File: config.mk
export PLATFORM = sky130hd
export DESIGN_NAME = if_fetch_ctrl
export DESIGN_NICKNAME = d
export VERILOG_FILES = /design/src/rtl/riscv_pkg.sv /design/src/rtl/if_fetch_ctrl.sv
export SDC_FILE = /design/constraint.sdc
export NUM_CORES = 1
export LEC_CHECK = 0
export CELL_PAD_IN_SITES_DETAIL_PLACEMENT = 0
export CELL_PAD_IN_SITES_GLOBAL_PLACEMENT = 1
export CORE_UTILIZATION = 31
export CTS_CLUSTER_DIAMETER = 50
export DETAILED_ROUTE_END_ITERATION = 16
export GPL_TIMING_DRIVEN = 0
export PLACE_DENSITY = 0.84
export SLEW_MARGIN = 15
export SYNTH_ARGS = -nofsm -noshare
export SYNTH_HDL_FRONTEND = slang
export SYNTH_SLANG_ARGS = --single-unit
File: constraint.sdc
create_clock -name clk_i -period 4.9 [get_ports clk_i]
set_clock_uncertainty 0.05 [all_clocks]
set_input_delay 0.735 -clock clk_i [delete_from_list [all_inputs] [get_ports clk_i]]
set_output_delay 0.735 -clock clk_i [all_outputs]
set_load 0.01 [all_outputs]
File: src/rtl/riscv_pkg.sv
// Shared fetch-side definitions: datapath width, instruction size and the
// fetch controller state encoding.
package riscv_pkg;

   localparam int unsigned XLEN        = 32;
   localparam int unsigned INSTR_BYTES = 4;

   typedef enum logic [1:0] {
      S_IDLE  = 2'd0,
      S_FETCH = 2'd1,
      S_LOAD  = 2'd2,
      S_FAULT = 2'd3
   } fetch_state_t;

endpackage

File: src/rtl/if_fetch_ctrl.sv
// Instruction-fetch controller: owns the PC, fills the IF/ID register from a
// combinational single-port imem and arbitrates that port with the program loader.
module if_fetch_ctrl
   import riscv_pkg::*;
#(
   parameter int unsigned     IMEM_DEPTH = 1024,
   parameter logic [XLEN-1:0] RESET_PC   = 32'h0000_0000
) (
   input  logic            clk_i,
   input  logic            rst_i,

   output logic [XLEN-1:0] imem_addr_o,
   input  logic [XLEN-1:0] imem_instr_i,
   output logic            imem_we_o,
   output logic [XLEN-1:0] imem_wdata_o,

   input  logic            id_ready_i,
   input  logic            redirect_valid_i,
   input  logic [XLEN-1:0] redirect_pc_i,

   output logic            if_valid_o,
   output logic [XLEN-1:0] if_instr_o,
   output logic [XLEN-1:0] if_pc_o,
   output logic [XLEN-1:0] if_pc_plus4_o,

   output logic            fault_o,
   output logic [XLEN-1:0] fault_pc_o,

   input  logic            ld_req_i,
   input  logic            ld_we_i,
   input  logic [XLEN-1:0] ld_addr_i,
   input  logic [XLEN-1:0] ld_wdata_i,
   output logic            ld_gnt_o
);

   localparam logic [XLEN-1:0] PcLimit = XLEN'(IMEM_DEPTH * INSTR_BYTES);
   localparam logic [XLEN-1:0] PcStep  = XLEN'(INSTR_BYTES);

   fetch_state_t    state_q;
   logic [XLEN-1:0] pc_q;
   logic            if_valid_q;
   logic [XLEN-1:0] if_instr_q;
   logic [XLEN-1:0] if_pc_q;
   logic            fault_q;
   logic [XLEN-1:0] fault_pc_q;

   logic            pc_bad;
   logic            advance;

   // Grant tracks ld_req inside S_LOAD so release hands the port back in the same cycle.
   assign ld_gnt_o     = (state_q == S_LOAD) && ld_req_i;
   assign imem_addr_o  = ld_gnt_o ? ld_addr_i : pc_q;
   assign imem_we_o    = ld_we_i && ld_gnt_o;
   assign imem_wdata_o = ld_wdata_i;

   assign pc_bad  = (pc_q[1:0] != 2'b00) || (pc_q >= PcLimit);
   assign advance = !if_valid_q || id_ready_i;

   always_ff @(posedge clk_i) begin
      if (rst_i) begin
         state_q    <= S_IDLE;
         pc_q       <= RESET_PC;
         if_valid_q <= 1'b0;
         if_instr_q <= '0;
         if_pc_q    <= '0;
         fault_q    <= 1'b0;
         fault_pc_q <= '0;
      end else begin
         unique case (state_q)
            S_IDLE: begin
               state_q <= ld_req_i ? S_LOAD : S_FETCH;
            end
            S_FETCH: begin
               if (ld_req_i) begin
                  state_q    <= S_LOAD;
                  if_valid_q <= 1'b0;
               end else if (redirect_valid_i) begin
                  if_valid_q <= 1'b0;
                  pc_q       <= redirect_pc_i;
               end else if (advance) begin
                  // Address is only checked when a capture would actually happen.
                  if (pc_bad) begin
                     state_q    <= S_FAULT;
                     if_valid_q <= 1'b0;
                     fault_q    <= 1'b1;
                     fault_pc_q <= pc_q;
                  end else begin
                     if_valid_q <= 1'b1;
                     if_instr_q <= imem_instr_i;
                     if_pc_q    <= pc_q;
                     pc_q       <= pc_q + PcStep;
                  end
               end
            end
            S_FAULT: begin
               if (ld_req_i) begin
                  state_q <= S_LOAD;
               end else if (redirect_valid_i) begin
                  state_q <= S_FETCH;
                  fault_q <= 1'b0;
                  pc_q    <= redirect_pc_i;
               end
            end
            S_LOAD: begin
               if (!ld_req_i) begin
                  state_q <= S_IDLE;
                  pc_q    <= RESET_PC;
                  fault_q <= 1'b0;
               end
            end
            default: begin
               state_q <= S_IDLE;
            end
         endcase
      end
   end

   assign if_valid_o    = if_valid_q;
   assign if_instr_o    = if_instr_q;
   assign if_pc_o       = if_pc_q;
   assign if_pc_plus4_o = if_pc_q + PcStep;
   assign fault_o       = fault_q;
   assign fault_pc_o    = fault_pc_q;

endmodule

==> impl_metrics.py, run 1 <==
metrics = {
    "outcome": {
        "status": "finished clean",
    },
    "grt": {
        "gr-total-overflow": 0,
        "grt_pass1_vias": 6606,
        "grt_pass1_wl_um": 36650,
        "grt_max_degree": 17,
        "grt_util_all_layers_pct": 20.93,
        "antenna_found_initial": 1,
    },
    "flow_run": {
        "drv_cap": 0,
    },
    "final_layout": {
        "area_growth_pct": 56.21,
        "fillCellCount": 2175,
        "stdcell_count": 1441,
        "multi_input_area_sq_mm": 0.003605,
        "seq_area_sq_mm": 0.002643,
        "final_layout_size_suffix_gt1_share_pct": 11.64,
        "utilization_pct": 49.50,
        "nNetsFinal": 1289,
    },
    "setup_path": {
        "critPathMaxFanout": 10,
        "worstPathArrival_ps": 3410,
        "critPathRequiredTime_ps": 4120,
        "critical_path_class": "flop to output port",
        "end_kind": "output port",
        "start_kind": "flop",
    },
    "yosys": {
        "synthArstFlopShare_pct": 0,
        "syn_area_sq_mm": 0.006937,
        "synth-warning-count": 0,
        "yosys_most_used_dff": "dfxtp_1",
        "syn_area_per_cell_sq_um": 8.307,
        "synth.net_count": 976,
        "ys_ff_latch": 132,
        "ys_seq_area_share_pct": 38.10,
        "yosysUniqueCellTypes": 62,
        "syn_inst": 835,
        "synth_edf_count": 0,
    },
    "die": {
        "io_pins": 330,
        "core_area_sq_mm": 0.02189,
        "rows": 54,
        "die_area_sq_mm": 0.02298,
        "fp.dieW_um": 151.6,
        "die_h_um": 151.6,
        "start_util_pct": 31.69,
    },
    "power": {
        "peakVddDrop_mv": 0.1973,
        "leakagePower_nw": 4.105,
        "cellPowerDensity_mw_per_mm2": 331.4,
    },
    "cts": {
        "clk_path_buf_depth": 2,
        "clock_latency_ps": 420,
        "cts_hold_buf": 0,
        "cts_resized": 0,
        "cts_max_level": 4,
        "cts_sinks": 132,
        "postCtsSetupBuffers": 0,
        "path_clk_slew_ps": 60,
        "cts_tree": "yes",
        "cts-root-buf": "clkbuf_16",
        "cts_buffers": 17,
    },
    "route": {
        "vias": 7156,
        "first_pass_iters": 6,
        "drt_wl_total_um": 24340,
        "ant_nets": 0,
        "routedWlPerCell_um": 16.89,
        "route.detailed.drc": 0,
        "vias_per_cell": 4.966,
        "drt_iter0_drc": 475,
    },
    "timing": {
        "period_share_pct": 85.56,
        "fin_crit_ps": 4192,
        "max_freq_ghz": 0.2385,
        "whs_ps": 399.3,
        "drv_slew": 0,
        "tightest_slew_ps": 905.4,
        "finalHoldViolations": 0,
        "rsz0062_at_grt": "no",
        "max_slew_margin_pct": 39.41,
        "setup_violations": 0,
        "setup_tns_ps": 0,
    },
    "placement": {
        "place.gp.congestion": 0.8410,
        "place.port_buffers": 294,
        "detailed_place_hpwl_um": 18250,
        "dpl.cell_count": 1409,
    },
    "hold_path": {
        "hp-class": "flop to flop",
    },
}
## registers in the layout, indices dropped and copies added, names as in the netlist
name / flops
pc_q: 32
if_instr_o: 32
fault_o: 1
state_q: 2
if_pc_o: 32
fault_pc_o: 32
if_valid_o: 1
## metrics by stage
step           power [mW]  setup slack (ps)  instance area [sq um]
5_1_grt             3.766             467.0                  10830
4_1_cts             3.609             613.0                  10830
3_3_place_gp        2.270             815.7                  10230
2_1_floorplan       1.819              1894                   6937
6_report            3.591             707.6                  10840
3_5_place_dp        2.279             807.6                  10230
## layout make-up
type | count | area share [%]
clock inverters | 14 | 1.640
repair buffers | 294 | 27.16
diodes | 1 | 0.02309
inverters | 13 | 0.4503
plain buffers | 96 | 5.912
multi-input cells | 594 | 33.27
clock buffers | 17 | 3.926
flip-flops and latches | 132 | 24.39
well taps | 280 | 3.233
## worst max-delay path, cell delays in order, from the launching register on
cell and delay, ps:
dfxtp_1 340, inv_1 90, ha_1 360, and2_1 230, clkbuf_1 610, buf_1 470, mux2_2 390, clkdlybuf4s50_1 480
## Yosys cell counts (2+ instances only)
| library cell | n | area [sq um] |
|---|---|---|
| a22oi_1 | 3 | 22.52 |
| a32oi_1 | 2 | 17.52 |
| clkbuf_8 | 8 | 110.1 |
| nor4_2 | 3 | 37.54 |
| buf_6 | 6 | 67.56 |
| nand2b_1 | 8 | 50.05 |
| o32ai_1 | 3 | 26.28 |
| nand3_1 | 23 | 115.1 |
| a211oi_1 | 5 | 37.54 |
| nor4_1 | 9 | 56.30 |
| a21o_1 | 2 | 15.01 |
| inv_1 | 13 | 48.80 |
| nand4_1 | 15 | 93.84 |
| o211ai_1 | 2 | 15.01 |
| buf_4 | 35 | 262.8 |
| and3_1 | 6 | 37.54 |
| a221oi_1 | 7 | 61.31 |
| nor2_1 | 68 | 255.2 |
| and2_1 | 29 | 181.4 |
| and4_2 | 2 | 20.02 |
| a31oi_1 | 3 | 18.77 |
| a32o_1 | 2 | 20.02 |
| a21oi_1 | 73 | 365.4 |
| clkbuf_1 | 32 | 120.1 |
| o21ai_0 | 33 | 165.2 |
| buf_2 | 13 | 65.06 |
| xnor2_1 | 27 | 236.5 |
| ha_1 | 7 | 87.58 |
| dfxtp_1 | 132 | 2643 |
| nand3b_1 | 3 | 22.52 |
| o21a_1 | 2 | 15.01 |
| nand2_1 | 135 | 506.7 |
| mux2_2 | 27 | 304.0 |
| mux2i_1 | 34 | 340.3 |
| o31ai_1 | 6 | 45.04 |
| nor3_1 | 14 | 70.07 |
| nor2b_1 | 4 | 25.02 |
| and4_1 | 3 | 26.28 |
| a211oi_2 | 2 | 25.02 |
| or3_1 | 2 | 12.51 |
| xor2_1 | 10 | 87.58 |
| or2_2 | 2 | 12.51 |
## report_power, final
group	leakage, nW	internal (mW)	switching [mW]
Sequential	1.07	1.14	0.0779
Clock	0.283	0.805	0.523
Combinational	2.76	0.508	0.541
## worst paths after layout
check	to	depth (start not counted)	startpoint	slack, ps
hold reg to reg	if_instr_o[1]	2	if_instr_o[1]	400
hold / removal	if_instr_o[1]	2	if_instr_o[1]	400
setup / recovery	imem_addr_o[23]	7	state_q[0]	710
setup reg to reg	pc_q[5]	8	state_q[0]	1950
## per-layer routing
layer,part of all wire [%],wire length (um),GRT usage (%),vias to the layer above
met5,0,0,0,-
li1,-,-,-,3470
met1,43,10490,27.18,3342
met3,8.4,2034,5.210,22
met2,47,11430,34.06,322
met4,1.6,390,6.188,0
## layout by cell type, fill, tap and decap left out, types with 23 or more instances in the layout
| master | synthesis | final |
|---|---|---|
| a21oi_1 | 73 | 73 |
| and2_1 | 29 | 29 |
| buf_4 | 35 | 35 |
| clkbuf_1 | 32 | 32 |
| clkdlybuf4s50_1 | 0 | 294 |
| dfxtp_1 | 132 | 132 |
| mux2_2 | 27 | 27 |
| mux2i_1 | 34 | 34 |
| nand2_1 | 135 | 135 |
| nand3_1 | 23 | 23 |
| nor2_1 | 68 | 68 |
| o21ai_0 | 33 | 33 |
| xnor2_1 | 27 | 27 |
## cell families (layout without fill, tap and decap cells)
kind of cell,count (synthesis),after routing,share of synthesized area [%]
fa+ha+maj,7,7,1.263
buf+inv,109,434,9.939
other cells,0,1,0
compound gates,154,154,13.38
flops,132,132,38.10
mux,61,61,9.289
xor+xnor,37,37,4.672
simple gates,335,335,23.36
No activity file was read; power rests on OpenSTA's default activity.
==> inputs of run 2 (changes only) <==
--- a/config.mk
+++ b/config.mk
@@ -8,6 +8,7 @@
 export CELL_PAD_IN_SITES_DETAIL_PLACEMENT = 0
 export CELL_PAD_IN_SITES_GLOBAL_PLACEMENT = 1
 export CORE_UTILIZATION = 31
+export CTS_BUF_LIST = sky130_fd_sc_hd__clkbuf_4 sky130_fd_sc_hd__clkbuf_8 sky130_fd_sc_hd__clkbuf_16
 export CTS_CLUSTER_DIAMETER = 50
 export DETAILED_ROUTE_END_ITERATION = 16
 export GPL_TIMING_DRIVEN = 0
==> results of run 2 <==
The final DEF is identical to that of run 1; final timing and power are the same.
